$ cat src/rtl/instr_fetch.sv
// instr_fetch: PC-driven instruction fetch over req/ack with flush, misalign and timeout handling
module instr_fetch #(
  parameter int          TIMEOUT_CYCLES = 255,
  parameter logic [31:0] FAULT_INSTR    = 32'h0
) (
  input  logic        clk,
  input  logic        rst,
  input  logic [31:0] pc_in,
  input  logic        flush,
  output logic        imem_req,
  output logic [31:0] imem_addr,
  input  logic        imem_ack,
  input  logic [31:0] imem_rdata,
  output logic        instr_valid,
  input  logic        instr_ready,
  output logic [31:0] instr_out,
  output logic [31:0] instr_pc,
  output logic        instr_fault,
  output logic        pc_advance
);
  localparam logic [1:0] IDLE = 2'd0;
  localparam logic [1:0] WAIT = 2'd1;
  localparam logic [1:0] HOLD = 2'd2;
  logic [1:0] state;
  logic       drop;
  logic [7:0] timer;
  logic       expired;
  assign expired = timer == 8'(TIMEOUT_CYCLES - 1);
  // Fetch FSM: issue one request, capture or time out, hold the word until decode takes it or a flush kills it
  always_ff @(posedge clk) begin
    if (rst) begin
      state       <= IDLE;
      imem_req    <= 1'b0;
      imem_addr   <= '0;
      instr_valid <= 1'b0;
      instr_out   <= '0;
      instr_pc    <= '0;
      instr_fault <= 1'b0;
      pc_advance  <= 1'b0;
      drop        <= 1'b0;
      timer       <= '0;
    end else begin
      pc_advance <= 1'b0;
      case (state)
        IDLE: begin
          if (!flush) begin
            if (pc_in[1:0] != 2'b00) begin
              state       <= HOLD;
              instr_out   <= FAULT_INSTR;
              instr_pc    <= pc_in;
              instr_fault <= 1'b1;
              instr_valid <= 1'b1;
            end else begin
              state     <= WAIT;
              imem_req  <= 1'b1;
              imem_addr <= pc_in;
              timer     <= '0;
            end
          end
        end
        WAIT: begin
          if (imem_ack || expired) begin
            imem_req <= 1'b0;
            drop     <= 1'b0;
            if (drop || flush) begin
              state <= IDLE;
            end else begin
              state       <= HOLD;
              instr_out   <= imem_ack ? imem_rdata : FAULT_INSTR;
              instr_pc    <= imem_addr;
              instr_fault <= !imem_ack;
              instr_valid <= 1'b1;
            end
          end else begin
            timer <= timer + 8'd1;
            drop  <= drop | flush;
          end
        end
        HOLD: begin
          if (flush || instr_ready) begin
            instr_valid <= 1'b0;
            pc_advance  <= !flush;
            state       <= IDLE;
          end
        end
        default: state <= IDLE;
      endcase
    end
  end
endmodule

$ cat config.mk
export PLATFORM = sky130hd
export DESIGN_NAME = instr_fetch
export DESIGN_NICKNAME = d
export VERILOG_FILES = /design/src/rtl/instr_fetch.sv
export SDC_FILE = /design/constraint.sdc
export NUM_CORES = 1
export LEC_CHECK = 0
export ABC_AREA = 1
export CAP_MARGIN = 20
export CORE_MARGIN = 8
export CORE_UTILIZATION = 45
export CTS_BUF_LIST = sky130_fd_sc_hd__clkbuf_8
export CTS_CLUSTER_DIAMETER = 120
export DETAILED_ROUTE_END_ITERATION = 12
export PLACE_DENSITY = 0.79
export SETUP_SLACK_MARGIN = 0.15
export SYNTH_ARGS = -nofsm -noshare
export SYNTH_HDL_FRONTEND = slang
export SYNTH_SLANG_ARGS = --single-unit
$ cat constraint.sdc
create_clock -name clk -period 2 [get_ports clk]
set_input_delay 0.3 -clock clk [delete_from_list [all_inputs] [get_ports clk]]
set_output_delay 0.3 -clock clk [all_outputs]
set_load 0.005 [all_outputs]
-- After elaboration in Yosys (flattened, before gate mapping)
Cells that the tools add are included.
W data, S select, Z words.
- add/subtract/negate cells: 1
- bitwise gates (word level): 5
- reduce and logical (&&, ||, !) cells: 16
- multipliers: 0
- mux-type cells: 35
- shift-type cells: 0
- equality and inequality tests: 10
- div/mod/pow operators: 0
- $lt $le $gt $ge: 0
- operators with widths (operator ; count):
    $mux W32 ; 9
    $pmux W32 S2 ; 2
    $mux W8 ; 3
    $pmux W8 S2 ; 1
    $ne A2 B2 Y1 const B ; 7
    $mux W1 ; 11
    $mux W2 ; 5
    $add A8 B1 Y8 const B ; 1
    $eq A8 B8 Y1 const B ; 1
    $reduce_and A4 Y1 ; 2
    $pmux W2 S3 ; 1
    $reduce_and A3 Y1 ; 2
    $reduce_and A6 Y1 ; 1
    $reduce_and A5 Y1 ; 1
    $not A1 Y1 ; 4
    $pmux W1 S2 ; 2
    $reduce_bool A2 Y1 ; 2
    $logic_or A1 B1 Y1 ; 3
    $pmux W1 S3 ; 1
    $reduce_bool A3 Y1 ; 1
    $reduce_or A3 Y1 ; 1
    $eq A2 B1 Y1 const B ; 1
    $eq A2 B2 Y1 const B ; 1
    $logic_not A1 Y1 ; 2
    2 further kinds ; 2
- flip-flop bits (word level): 111
- latch bits: 0
- memories: 0
- memory bits (read-only): 0
- bits in writable memories: 0
- bits of input ports: 69
- word-level logic and storage cells: 77

-- Logic depth before layout (Yosys ltp)
- depth after elaboration: 4
- mapped depth: 12
- depth with buffers taken out: 10

-- Worst setup path before layout
Ideal clock, no wire load.
- path type: reg-to-reg
- start: register state[1]
- end: register instr_pc[20]
- required time: 1.887 ns
- path slack: 0.519 ns
- arrival time: 1.368 ns
- library setup time: 0.113 ns
- cell stages (with the launch flop): 9
- path through: dfxtp_1 -> nor2_1 -> o21ai_1 -> o21ai_4 -> nand3_2 -> buf_4 -> buf_2 -> nor2_1 -> nor2_1
- cells in the longest elaborated chain, start to end: 3
- elaborated cells on any way between the ends: 9
- classes of those cells: eq/ne (5); mux (1); reduce/logical (3)
- ends and longest elaborated chain (element ; RTL line ; text):
    start, declared ; 24 ; logic [1:0] state;
    start signal, assigned ; 32 ; state <= IDLE;
    start signal, assigned ; 48 ; state <= HOLD;
    start signal, assigned ; 54 ; state <= WAIT;
    $eq A2 B1 Y1 or $logic_not A2 Y1 (tied branches) ; 44 ; case (state)
    $ne A2 B2 Y1 (no line) or $reduce_bool A2 Y1 (tied branches) ; -- ;
    $reduce_and A5 Y1 (no line) ; -- ;
    end signal, assigned ; 50 ; instr_pc <= pc_in;
    end signal, assigned ; 70 ; instr_pc <= imem_addr;
    end, declared ; 17 ; output logic [31:0] instr_pc,
Parallel ways exist; a longest one is shown, timed or not.
A chain may end at the register's enable or synchronous reset.

-- Worst setup path after layout
- start: register timer[0]
- end: register instr_pc[6]
- cells in the longest elaborated chain, start to end: 4
- ends and longest elaborated chain (element ; RTL line ; text):
    start, declared ; 26 ; logic [7:0] timer;
    start signal, assigned ; 75 ; timer <= timer + 8'd1;
    $eq A8 B8 Y1 ; 28 ; assign expired = timer == 8'(TIMEOUT_CYCLES - 1);
    $logic_or A1 B1 Y1 ; 62 ; if (imem_ack || expired) begin
    $ne A2 B2 Y1 (no line) ; -- ;
    $reduce_and A5 Y1 (no line) ; -- ;
No other way between the ends.

==> results.json <==
{
  "run_status": "complete, no violations",
  "grt_util_met1_pct": 24.1,
  "finalHoldViolCount": 0,
  "gp_congestion": 0.837,
  "post_cts_buffers": 0,
  "met2_usage_pct": 32.3,
  "grt_overflow": 0,
  "wirelength_mm": 15.3,
  "period_share_pct": 83.1,
  "fin_nets": 1062,
  "rsz0062_at_grt": "false",
  "grt_pass1_vias": 4919,
  "synth_cells": 838,
  "leakage_uw": 0.00335,
  "cts-root-buf": "clkbuf_8",
  "placedCellCount": 1121,
  "netlist_area_sq_um": 5170,
  "cp_slowest_cell": "dfxtp_1",
  "io_buffers": 168,
  "fmax_ghz": 0.601,
  "ys_ff_latch": 111,
  "cts_sinks": 111,
  "fin_cells": 1137,
  "fin_util_pct": 64.3,
  "cp.required_ps": 2280,
  "clk_latency_ps": 370,
  "synth.distinct_cells": 24,
  "die_y_microns": 123,
  "synth_top_area_cell": "dfxtp_1",
  "slew_viol_final": 0,
  "synth.top_cell.area_share_pct": 43.0,
  "areaGrowthSynthToFinish_pct": 40.7,
  "grt_util_all_layers_pct": 19.5,
  "vias": 5317,
  "grt_busiest_layer": "met2",
  "wl_per_cell_microns": 13.5,
  "grt_pass1_wl_mm": 23.9,
  "drtIter0Drc": 394,
  "avgViaCountPerCell": 4.68,
  "cts_tree": "built",
  "cap_violations": 0,
  "r2r_setup_slack_ps": 340,
  "clk_pin_slew_worst_paths_ps": 100,
  "clk_path_buf_depth": 2,
  "dieArea_sq_um": 15200,
  "hold_ws_ps": 463,
  "syn_area_per_cell_sq_um": 6.17,
  "multi_input_comb_area_sq_um": 2370,
  "setup_viol": 0,
  "initial_utilization_pct": 45.7,
  "fin_area_sq_um": 7280,
  "tightestPinTransition_ps": 448,
  "core-area_sq_um": 11300,
  "chipWidth_microns": 123,
  "htree_levels": 3,
  "path_class": "reg -> reg",
  "synth_seq_area_share_pct": 43.0,
  "cts_buffers": 9,
  "ff_latch_area_sq_um": 2220,
  "hpwl_mm": 10.4,
  "post_dp_cell_area_sq_um": 7030,
  "diodes": 0,
  "min_period_ps": 1660,
  "start_kind": "flip-flop",
  "drive_gt1_share_pct": 4.33,
  "fill_cells": 1028,
  "antenna_found_initial": 0,
  "synth_nets": 909,
  "tns_ps": 0,
  "met3_usage_pct": 6.12,
  "ioPinCount": 169,
  "path_max_fanout": 26,
  "powerDensity_nw_per_um2": 718,
  "worst_ir_drop_vdd_mv": 0.434,
  "synth.area.top_cells": "dfxtp_1 (43%), nand2_1 (25%), nor2_1 (10%), inv_1 (7.1%), a21oi_1 (4.1%)",
  "cpMostUsedCell": "nand2_1",
  "clock_skew_ps": 9.17,
  "slew_headroom_pct": 70.1,
  "firstDrtPassIters": 5,
  "crit_path_end_kind": "flip-flop",
  "yosys_warnings": 0,
  "drc": 0,
  "grt_max_degree": 53,
  "min_path_type": "reg -> reg",
  "path_cells": "inv_1 > ha_1 > inv_1 > nor2_1 > nand2_1 > nand3_2 > nand3_4 > clkbuf_16 > nand2_1 > nand2_1 > nor2_1",
  "num_rows": 39,
  "cp.arrival_ps": 1940,
  "postRouteAntennaNets": 0,
  "cp_slowest_stage_delay_ps": 400
}
[power by group]
part	leakage (uW)	total [uW]	internal [uW]	switching [uW]
logic	0.00234	1390	719	671
clock network	0.0000940	1340	597	740
registers	0.000910	2500	2400	101
total	0.00335	5230	3720	1510
[Yosys cell counts]
library cell    n
nand4_1        19
o21ai_1         1
nand3_2         1
a21oi_1        42
buf_1           3
ha_1            2
inv_2           2
a21o_1          1
or2_2           1
nand2_2         1
nor2_1        144
nand2_1       343
buf_4           1
nor3b_1         1
buf_6           3
dfxtp_1       111
o21ai_4         1
buf_2           9
xor2_1          1
nor4_1          1
nand3_1        16
inv_1          98
clkbuf_1       32
o21ai_0         4
[routing by layer]
layer  wire [microns]  part of all wire, %  up-vias
met5                0                    0        -
met4              134                 0.87        0
met3             1360                  8.8       11
met2             7180                   47      160
met1             6670                   43     2354
li1                 -                    -     2792
[registers in the layout (all words and copies together), names as in the netlist]
signal and flops:
drop 1, imem_addr 32, imem_req 1, instr_fault 1
instr_out 32, instr_pc 32, instr_valid 1, pc_advance 1
state 2, timer 8
[kinds of logic after synthesis]
family                     count (synthesis)  share of synthesized area [%]
AOI/OAI and AO/OA                         49                           5.01
adders and majority gates                  2                          0.484
and+or+nand+nor                          527                           39.9
buffers and inverters                    148                           11.5
xor gates and xnor gates                   1                          0.169
DFF                                      111                           43.0
[critical path, delay by kind of cell (launching register included)]
kind | cells | cell delay (ps)
flops | 1 | 400
buf+inv | 3 | 370
fa+ha+maj | 1 | 190
simple gates | 7 | 600
[final timing paths]
check | cells after the start | from | endpoint
worst max-delay path | 11 | timer[0] | instr_pc[6]
worst min-delay path | 2 | instr_fault | instr_fault
worst max register to register | 11 | timer[0] | instr_pc[6]
worst min register to register | 2 | instr_fault | instr_fault
[repair_timing]
| item | 4_1_cts | 5_1_grt |
|---|---|---|
| endpoints found under the setup margin | 0 | 62 |
| gates resized for setup | 0 | 2 |
| hold buffers | 0 | 0 |
| endpoints found under the hold margin | 0 | 0 |
[cell usage in the layout (no fill, tap or decap), types with 2 or more instances in the layout]
cell type        instances
a21oi_1                 42
buf_12                   5
buf_4                   14
clkbuf_16                2
clkbuf_8                10
clkdlybuf4s50_1        168
clkinv_2                 2
dfxtp_1                111
ha_1                     2
inv_1                   98
inv_2                    2
nand2_1                343
nand3_1                 15
nand4_1                 19
nor2_1                 144
o21ai_0                  4
[cell type report]
type / instances / area share (%)
multi-input combinational: 579 / 32.5
sequential: 111 / 30.5
timing repair buffer: 190 / 26.8
inverter: 100 / 5.16
tap: 143 / 2.46
clock buffer: 10 / 1.89
clock inverter: 4 / 0.653
[metrics by stage]
stage,setup WS (ps),power (uW)
2_1_floorplan,519,3210
3_3_place_gp,170,3880
3_5_place_dp,142,3900
4_1_cts,281,5230
5_1_grt,158,5540
6_report,337,5230
Note: power is estimated with default switching activity, not from simulation.
